$ cat config.mk
export PLATFORM = sky130hd
export DESIGN_NAME = neuron_param_ram
export DESIGN_NICKNAME = d
export VERILOG_FILES = /design/src/rtl/neuron_param_ram.sv
export SDC_FILE = /design/constraint.sdc
export NUM_CORES = 1
export LEC_CHECK = 0
export CORE_UTILIZATION = 40
export DETAILED_ROUTE_END_ITERATION = 16
export GPL_TIMING_DRIVEN = 0
export PLACE_DENSITY = 0.65
export SLEW_MARGIN = 20
export SYNTH_ARGS = -nofsm -noshare
export SYNTH_HDL_FRONTEND = slang
export SYNTH_SLANG_ARGS = --single-unit
$ cat constraint.sdc
create_clock -name clk -period 5.5 [get_ports clk]
set_input_delay 1.1 -clock clk [delete_from_list [all_inputs] [get_ports clk]]
set_output_delay 1.1 -clock clk [all_outputs]
set_load 0.005 [all_outputs]
$ cat src/rtl/neuron_param_ram.sv
// Dual-port parameter store with registered read, write-first forwarding,
// out-of-range detection and a hardware clear sweep.
//
// Ports:
//   clk, rst_n              clock, synchronous active-low reset
//   wr_en/wr_addr/wr_data   write port
//   rd_en/rd_addr           read request (latency 1)
//   rd_data/rd_valid/rd_err registered read result
//   wr_err                  pulse: write dropped (out of range or busy)
//   clr_req                 start a full clear sweep
//   busy                    clear sweep in progress
module neuron_param_ram #(
  parameter int DATA_W         = 8,
  parameter int ADDR_W         = 8,
  parameter int DEPTH          = 128,
  parameter bit CLEAR_ON_RESET = 1'b1
) (
  input  logic              clk,
  input  logic              rst_n,
  input  logic              wr_en,
  input  logic [ADDR_W-1:0] wr_addr,
  input  logic [DATA_W-1:0] wr_data,
  input  logic              rd_en,
  input  logic [ADDR_W-1:0] rd_addr,
  output logic [DATA_W-1:0] rd_data,
  output logic              rd_valid,
  output logic              rd_err,
  output logic              wr_err,
  input  logic              clr_req,
  output logic              busy
);

  localparam int IDX_W = (DEPTH > 1) ? $clog2(DEPTH) : 1;
  localparam bit CHK   = (DEPTH < (2 ** ADDR_W));
  localparam logic [IDX_W-1:0] LAST = IDX_W'(DEPTH - 1);

  typedef enum logic {
    READY = 1'b0,
    CLEAR = 1'b1
  } state_t;

  state_t            state;
  state_t            state_nxt;
  logic [IDX_W-1:0]  clr_addr;
  logic [IDX_W-1:0]  clr_addr_nxt;
  logic [DATA_W-1:0] mem [DEPTH];

  logic             wr_in;
  logic             rd_in;
  logic [IDX_W-1:0] wr_idx;
  logic [IDX_W-1:0] rd_idx;
  logic             is_ready;
  logic             wr_ok;
  logic             rd_ok;
  logic             collide;

  // Range check only exists when the address space exceeds the array.
  generate
    if (CHK) begin : g_chk
      localparam logic [ADDR_W:0] DEPTH_V = (ADDR_W + 1)'(DEPTH);
      assign wr_in = ({1'b0, wr_addr} < DEPTH_V);
      assign rd_in = ({1'b0, rd_addr} < DEPTH_V);
    end else begin : g_full
      assign wr_in = 1'b1;
      assign rd_in = 1'b1;
    end
  endgenerate

  assign wr_idx   = wr_addr[IDX_W-1:0];
  assign rd_idx   = rd_addr[IDX_W-1:0];
  assign is_ready = (state == READY);
  assign busy     = (state == CLEAR);
  assign wr_ok    = rst_n & is_ready & wr_en & wr_in;
  assign rd_ok    = is_ready & rd_en;
  // Write-first: a same-cycle write to the read address wins.
  assign collide  = wr_ok & (wr_addr == rd_addr);

  always_comb begin
    state_nxt    = state;
    clr_addr_nxt = clr_addr;
    unique case (state)
      READY: begin
        if (clr_req) begin
          state_nxt    = CLEAR;
          clr_addr_nxt = '0;
        end
      end
      CLEAR: begin
        if (clr_addr == LAST) begin
          state_nxt    = READY;
          clr_addr_nxt = '0;
        end else begin
          clr_addr_nxt = clr_addr + IDX_W'(1);
        end
      end
      default: begin
        state_nxt    = READY;
        clr_addr_nxt = '0;
      end
    endcase
  end

  always_ff @(posedge clk) begin
    if (!rst_n) begin
      state    <= CLEAR_ON_RESET ? CLEAR : READY;
      clr_addr <= '0;
    end else begin
      state    <= state_nxt;
      clr_addr <= clr_addr_nxt;
    end
  end

  // Array has no reset; the sweep zeroes it instead.
  always_ff @(posedge clk) begin
    if (rst_n) begin
      if (busy) begin
        mem[clr_addr] <= '0;
      end else if (wr_ok) begin
        mem[wr_idx] <= wr_data;
      end
    end
  end

  always_ff @(posedge clk) begin
    if (!rst_n) begin
      rd_data  <= '0;
      rd_valid <= 1'b0;
      rd_err   <= 1'b0;
      wr_err   <= 1'b0;
    end else begin
      rd_valid <= rd_ok;
      rd_err   <= rd_ok & ~rd_in;
      wr_err   <= wr_en & (busy | ~wr_in);
      if (rd_ok) begin
        if (!rd_in) begin
          rd_data <= '0;
        end else if (collide) begin
          rd_data <= wr_data;
        end else begin
          rd_data <= mem[rd_idx];
        end
      end
    end
  end

endmodule

# Yosys cells after proc, flatten, opt, wreduce, memory -nomap -nowiden
# Memories as Yosys holds them, arrays and structs flattened.
# Cells that the tools add are included.
# totals
reg_bits,19
mem_bits_rw,1024
in_bits,29
wordCells,43
n_memories,1
# classes
n_addsub,1
magnitude_cmp,2
n_eq_ne,3
muxes,18
bitwise,11
n_reduce_logical,1
# memory_table
memory,depth,word_bits,read_ports,rd_clocked_by_memory_dff,wr,line,text
mem,128,8,1,0,1,46,logic [DATA_W-1:0] mem [DEPTH];
# op_table
cell,count
$mux W8,3
$mux W7,3
$lt A8 B8 Y1 const B,2
$pmux W7 S2,1
$mux W1,10
$eq A8 B8 Y1,1
$reduce_or A8 Y1,1
$add A7 B1 Y7 const B,1
$and A1 B1 Y1,7
$eq A7 B7 Y1 const B,1
$not A1 Y1,3
$ne A2 B2 Y1 const B,1
$pmux W1 S2,1
$or A1 B1 Y1,1

# Depth between registers and ports, before layout
# depth
depth_word,10
ltp_mapped,11
mapped_depth_nobuf,7

# Worst setup path before layout
# OpenSTA, ideal clock, no wires.
# synth_path
path_type,input to register
start,input port wr_en
end,"memory mem[0][0], data pin"
setup_ps,535
arrival_time_ps,3469
required_time_ps,4965
path_slack_ps,1496
cell_stages,4
path_buffers,2
cell_sequence,nor4bb_1 -> buf_2 -> clkbuf_1 -> and2_1
# synth_via
elab_chain_len,8
# synth_rtl
element,line,text
start: declaration,20,"input logic wr_en,"
$and A1 B1 Y1 (2 in a row),73,assign wr_ok = rst_n & is_ready & wr_en & wr_in;
$mux W1,118,end else if (wr_ok) begin
$mux W1,116,if (busy) begin
$mux W1,115,if (rst_n) begin
$mux W1 (implied by the code),119,mem[wr_idx] <= wr_data;
$reduce_or A8 Y1 (no source line),--,
$mux W8 (no source line),--,
end: declaration,46,
# Every way passes these cells.

# Worst setup path after layout
# layout_path
start,input port rst_n
end,"memory mem[37][5], enable pin"
# layout_via
elab_chain_len,9
word_cells_on_any_way,12
classes_between,mux: 8; bitwise: 3; reduce/logical: 1
# layout_rtl
element,line,text
start: declaration,19,"input logic rst_n,"
$and A1 B1 Y1 (3 in a row),73,
$mux W1,118,
$mux W1,116,
$mux W1,115,
$mux W1 (implied by the code),119,
$reduce_or A8 Y1 (no source line),--,
$mux W7 (no source line) / $mux W1 (equally long branches),--,
# Parallel ways exist; a longest one is shown, timed or not.

==> results by group <==
Critical path
  – Data arrival, critical path: 5.11 ns
  – Top Family by Delay on Critical Path: buffers and inverters
  – Req. time, crit path: between 5 and 6 ns
  – Crit-path max cell delay: roughly 0.97 ns
  – Crit. End Element: flip-flop
  – Most frequent CP cell: nand3_1
  – Crit-path cells: clkdlybuf4s50_1, nor4bb_1, buf_2, buf_1, nand3_1, o21ai_0, nand3_1, clkbuf_1, nor2_1
  – WP buf/inv: 4
  – CP max FO: 10
  – Critical path class: in2reg
  – Critical Path Source Type: primary input
  – Slowest CP cell: nor2_1

Timing
  – Tcrit/Tclk final: 87.5%
  – Final hold slack: 0.603 ns
  – FMAX: between 200 and 250 MHz
  – Fin. Hold Viols: 0
  – Final Max Slew Viols: 0
  – Crit path time final: a little under 5 ns
  – Skew final: roughly 0.027 ns
  – Slew @ Worst Pin: roughly 1.3 ns
  – Unrepaired setup endpoints after global routing: no
  – Finish-stage setup viols: 0
  – Slew headroom: a little over an eighth
  – Post-Route Setup TNS: 0 ns

Logic synthesis
  – Main synth FF type: edfxtp_1
  – Top cells by area, synth: edfxtp_1 75%, mux4_2 15%, mux2i_1 2.1%
  – YS warnings: 0
  – Simple-gate share of the synthesized area: 3.10%
  – Mux cell area share after synthesis: between 15 and 20%
  – Syn_area_per_cell: 21.2 um2
  – Mapped cell area: just over 40000 um2
  – Gate Count Post-Synth: approximately 1900
  – Synth Register Bits: between 1000 and 1500
  – Compound-cell area share of the yosys netlist: 2.23%
  – Net Count, Synth: 1968
  – Yosys top cell area share: approximately three quarters
  – Synth Area in XOR/XNOR: 0.149%
  – Largest family of logic cells by synthesized area: multiplexers
  – Post-synth top area cell: edfxtp_1
  – Number of distinct library cells after synthesis: 57
  – Sequential area share after synthesis: between 70 and 80%
  – Adder-Cell Fraction of Synth Area: less than 1%
  – Post-synthesis async set-or-reset flop share: 0%
  – EDFF count, synth: 1024

Clocking
  – PostCTS Resize Cnt: 0
  – CTS sink count: 1043
  – CTS tree: done
  – Postcts setup bufs: 0
  – Clock Path Buffers: 3
  – CTS hold repair buffers: 0
  – Clk Latency, worst-skew pair: about 0.7 ns
  – H-tree depth: 3
  – Total CTS buffers: ~100
  – Clk slew on worst S/H paths: approximately 0.06 ns
  – Root Buffer: clkbuf_16

Final layout
  – Share of post-route cells with drive strength above 1: between 20% and 30%
  – Commonest cells after routing, fill and taps aside: 1024 x edfxtp_1, 266 x mux4_2, 146 x nor2_1, 104 x clkbuf_16, 85 x mux2i_1
  – FF/Latch Area: 31100 um2
  – Fill count: 8352
  – Nets@finish: about 2100
  – Area growth from synthesis to layout: 13.9%
  – Multi-input logic area: between 9000 and 10000 um2
  – Core Util, Final: between 40% and 50%
  – Most common cell after layout, fill and taps aside: edfxtp_1

Pwr
  – Leakage power: between 15 and 20 nW
  – IR drop worst, VDD: between 0.4 and 0.5 mV
  – PD cells: between 300 and 400 nW/um2
  – Overall Power: between 15 and 20 mW

Global routing
  – Total grt overflow: 0
  – First-pass GRT wire length: 165000 um
  – Initial antenna violation count: 1
  – Total GRT Usage: between 20% and 30%
  – Vias in the first global route: about 21000
  – Largest net degree at the start of global routing: 74

Route
  – DR WL/cell: about 34 um
  – WL final: between 100000 and 150000 um
  – Vias: 21500
  – Routed Antenna Nets: 0
  – Initial DRC count: ~3000
  – Post-DR vias/cell: roughly 6.1
  – DRC violations left: 0
  – Drt first pass iters: 5

Hold path
  – Worst min path class: reg2reg

Place
  – PortBufs: 37
  – HPWL Detailed: approximately 79000 um
  – RePlAce Congestion: roughly 0.99

Floorplanning
  – Die area: ~100000 um2
  – Chip height: around 320 um
  – Rows: 117
  – I/O pin count: slightly above 40
  – Core area: roughly 100000 um2
  – Die width: 323 um
  – Initial Util: 40.4%

Outcome
  – Outcome: complete, no violations

Flow run
  – # Max-Cap Violations: 0
[synth_stat cells (4+ instances only)]
library cell	number
mux2_2	9
or3_1	4
o21ai_0	31
mux2i_1	85
and2_1	17
nand2b_1	7
nand2_1	49
nand3_1	22
xor2_1	5
inv_1	10
a221oi_1	20
buf_1	4
edfxtp_1	1024
buf_2	19
clkbuf_1	20
nor2_1	147
o22ai_1	13
dfxtp_1	19
buf_6	19
nor2b_1	5
a31oi_1	9
o21ai_1	6
o31ai_1	4
mux4_2	266
a22oi_1	15
nand3b_1	8
a21oi_1	9
buf_4	38
[power by group]
part / switching, mW / total [mW] / internal, mW
Sequential: 0.00731 / 8.61 / 8.60
Combinational: 0.431 / 0.670 / 0.238
Clock: 3.07 / 7.06 / 3.99
[state kept, by name, indices dropped and copies added, names as in the netlist]
signal / cells
rd_valid: 1
busy: 1
rd_err: 1
clr_addr: 7
rd_data: 8
mem: 1024
wr_err: 1
[cell families after synthesis]
kind of cell,after synthesis
xor gates and xnor gates,7
AOI/OAI and AO/OA,134
DFF,1043
buffers and inverters,112
muxes,360
and+or+nand+nor,281
adders and majority gates,1
[stage by stage]
stage                     instances  instance area, um2  setup WS [ns]
after floorplan                1938               41100           1.50
final                          3547               46800          0.687
after global routing           3545               46800          0.527
after detailed placement       3354               43500          0.160
after global placement         3343               43200          -1.58
after CTS                      3545               46800          0.853
[final timing paths]
path | from | to | slack, ns | cells after the start
worst min-delay path | rd_data[1]$_SDFFE_PN0P_ | rd_data[1]$_SDFFE_PN0P_ | 0.60 | 1
worst max-delay path | rst_n | mem[37][5]$_DFFE_PP_ | 0.69 | 9
worst min register to register | rd_data[1]$_SDFFE_PN0P_ | rd_data[1]$_SDFFE_PN0P_ | 0.60 | 1
worst max register to register | busy$_SDFF_PN1_ | mem[37][5]$_DFFE_PP_ | 1.29 | 8
[worst reg2reg max path, stage by stage, from the launching register on]
cell and delay, ns:
dfxtp_1 0.33, nor4bb_1 0.31, buf_2 0.33, buf_1 0.37
nand3_1 0.12, o21ai_0 0.21, nand3_1 0.53, clkbuf_1 0.64
nor2_1 0.97
[per-layer routing]
layer  track usage [%]  vias to the layer above  wire (um)
met1              31.6                    11500      45500
met4              9.11                        0       4890
met3              6.05                      241      13300
met5                 0                        -          0
li1                  -                     8402          -
met2              35.5                     1377      55400
[cell type report]
cell class / count / area share (%)
Antenna cell: 2 / 0.0107
Buffer: 102 / 1.54
Clock buffer: 115 / 5.65
Clock inverter: 76 / 1.51
Inverter: 10 / 0.0802
Multi-Input combinational cell: 783 / 19.7
Sequential cell: 1043 / 66.5
Tap cell: 1368 / 3.66
Timing Repair Buffer: 48 / 1.34
Note: power is estimated with default switching activity, not from simulation.
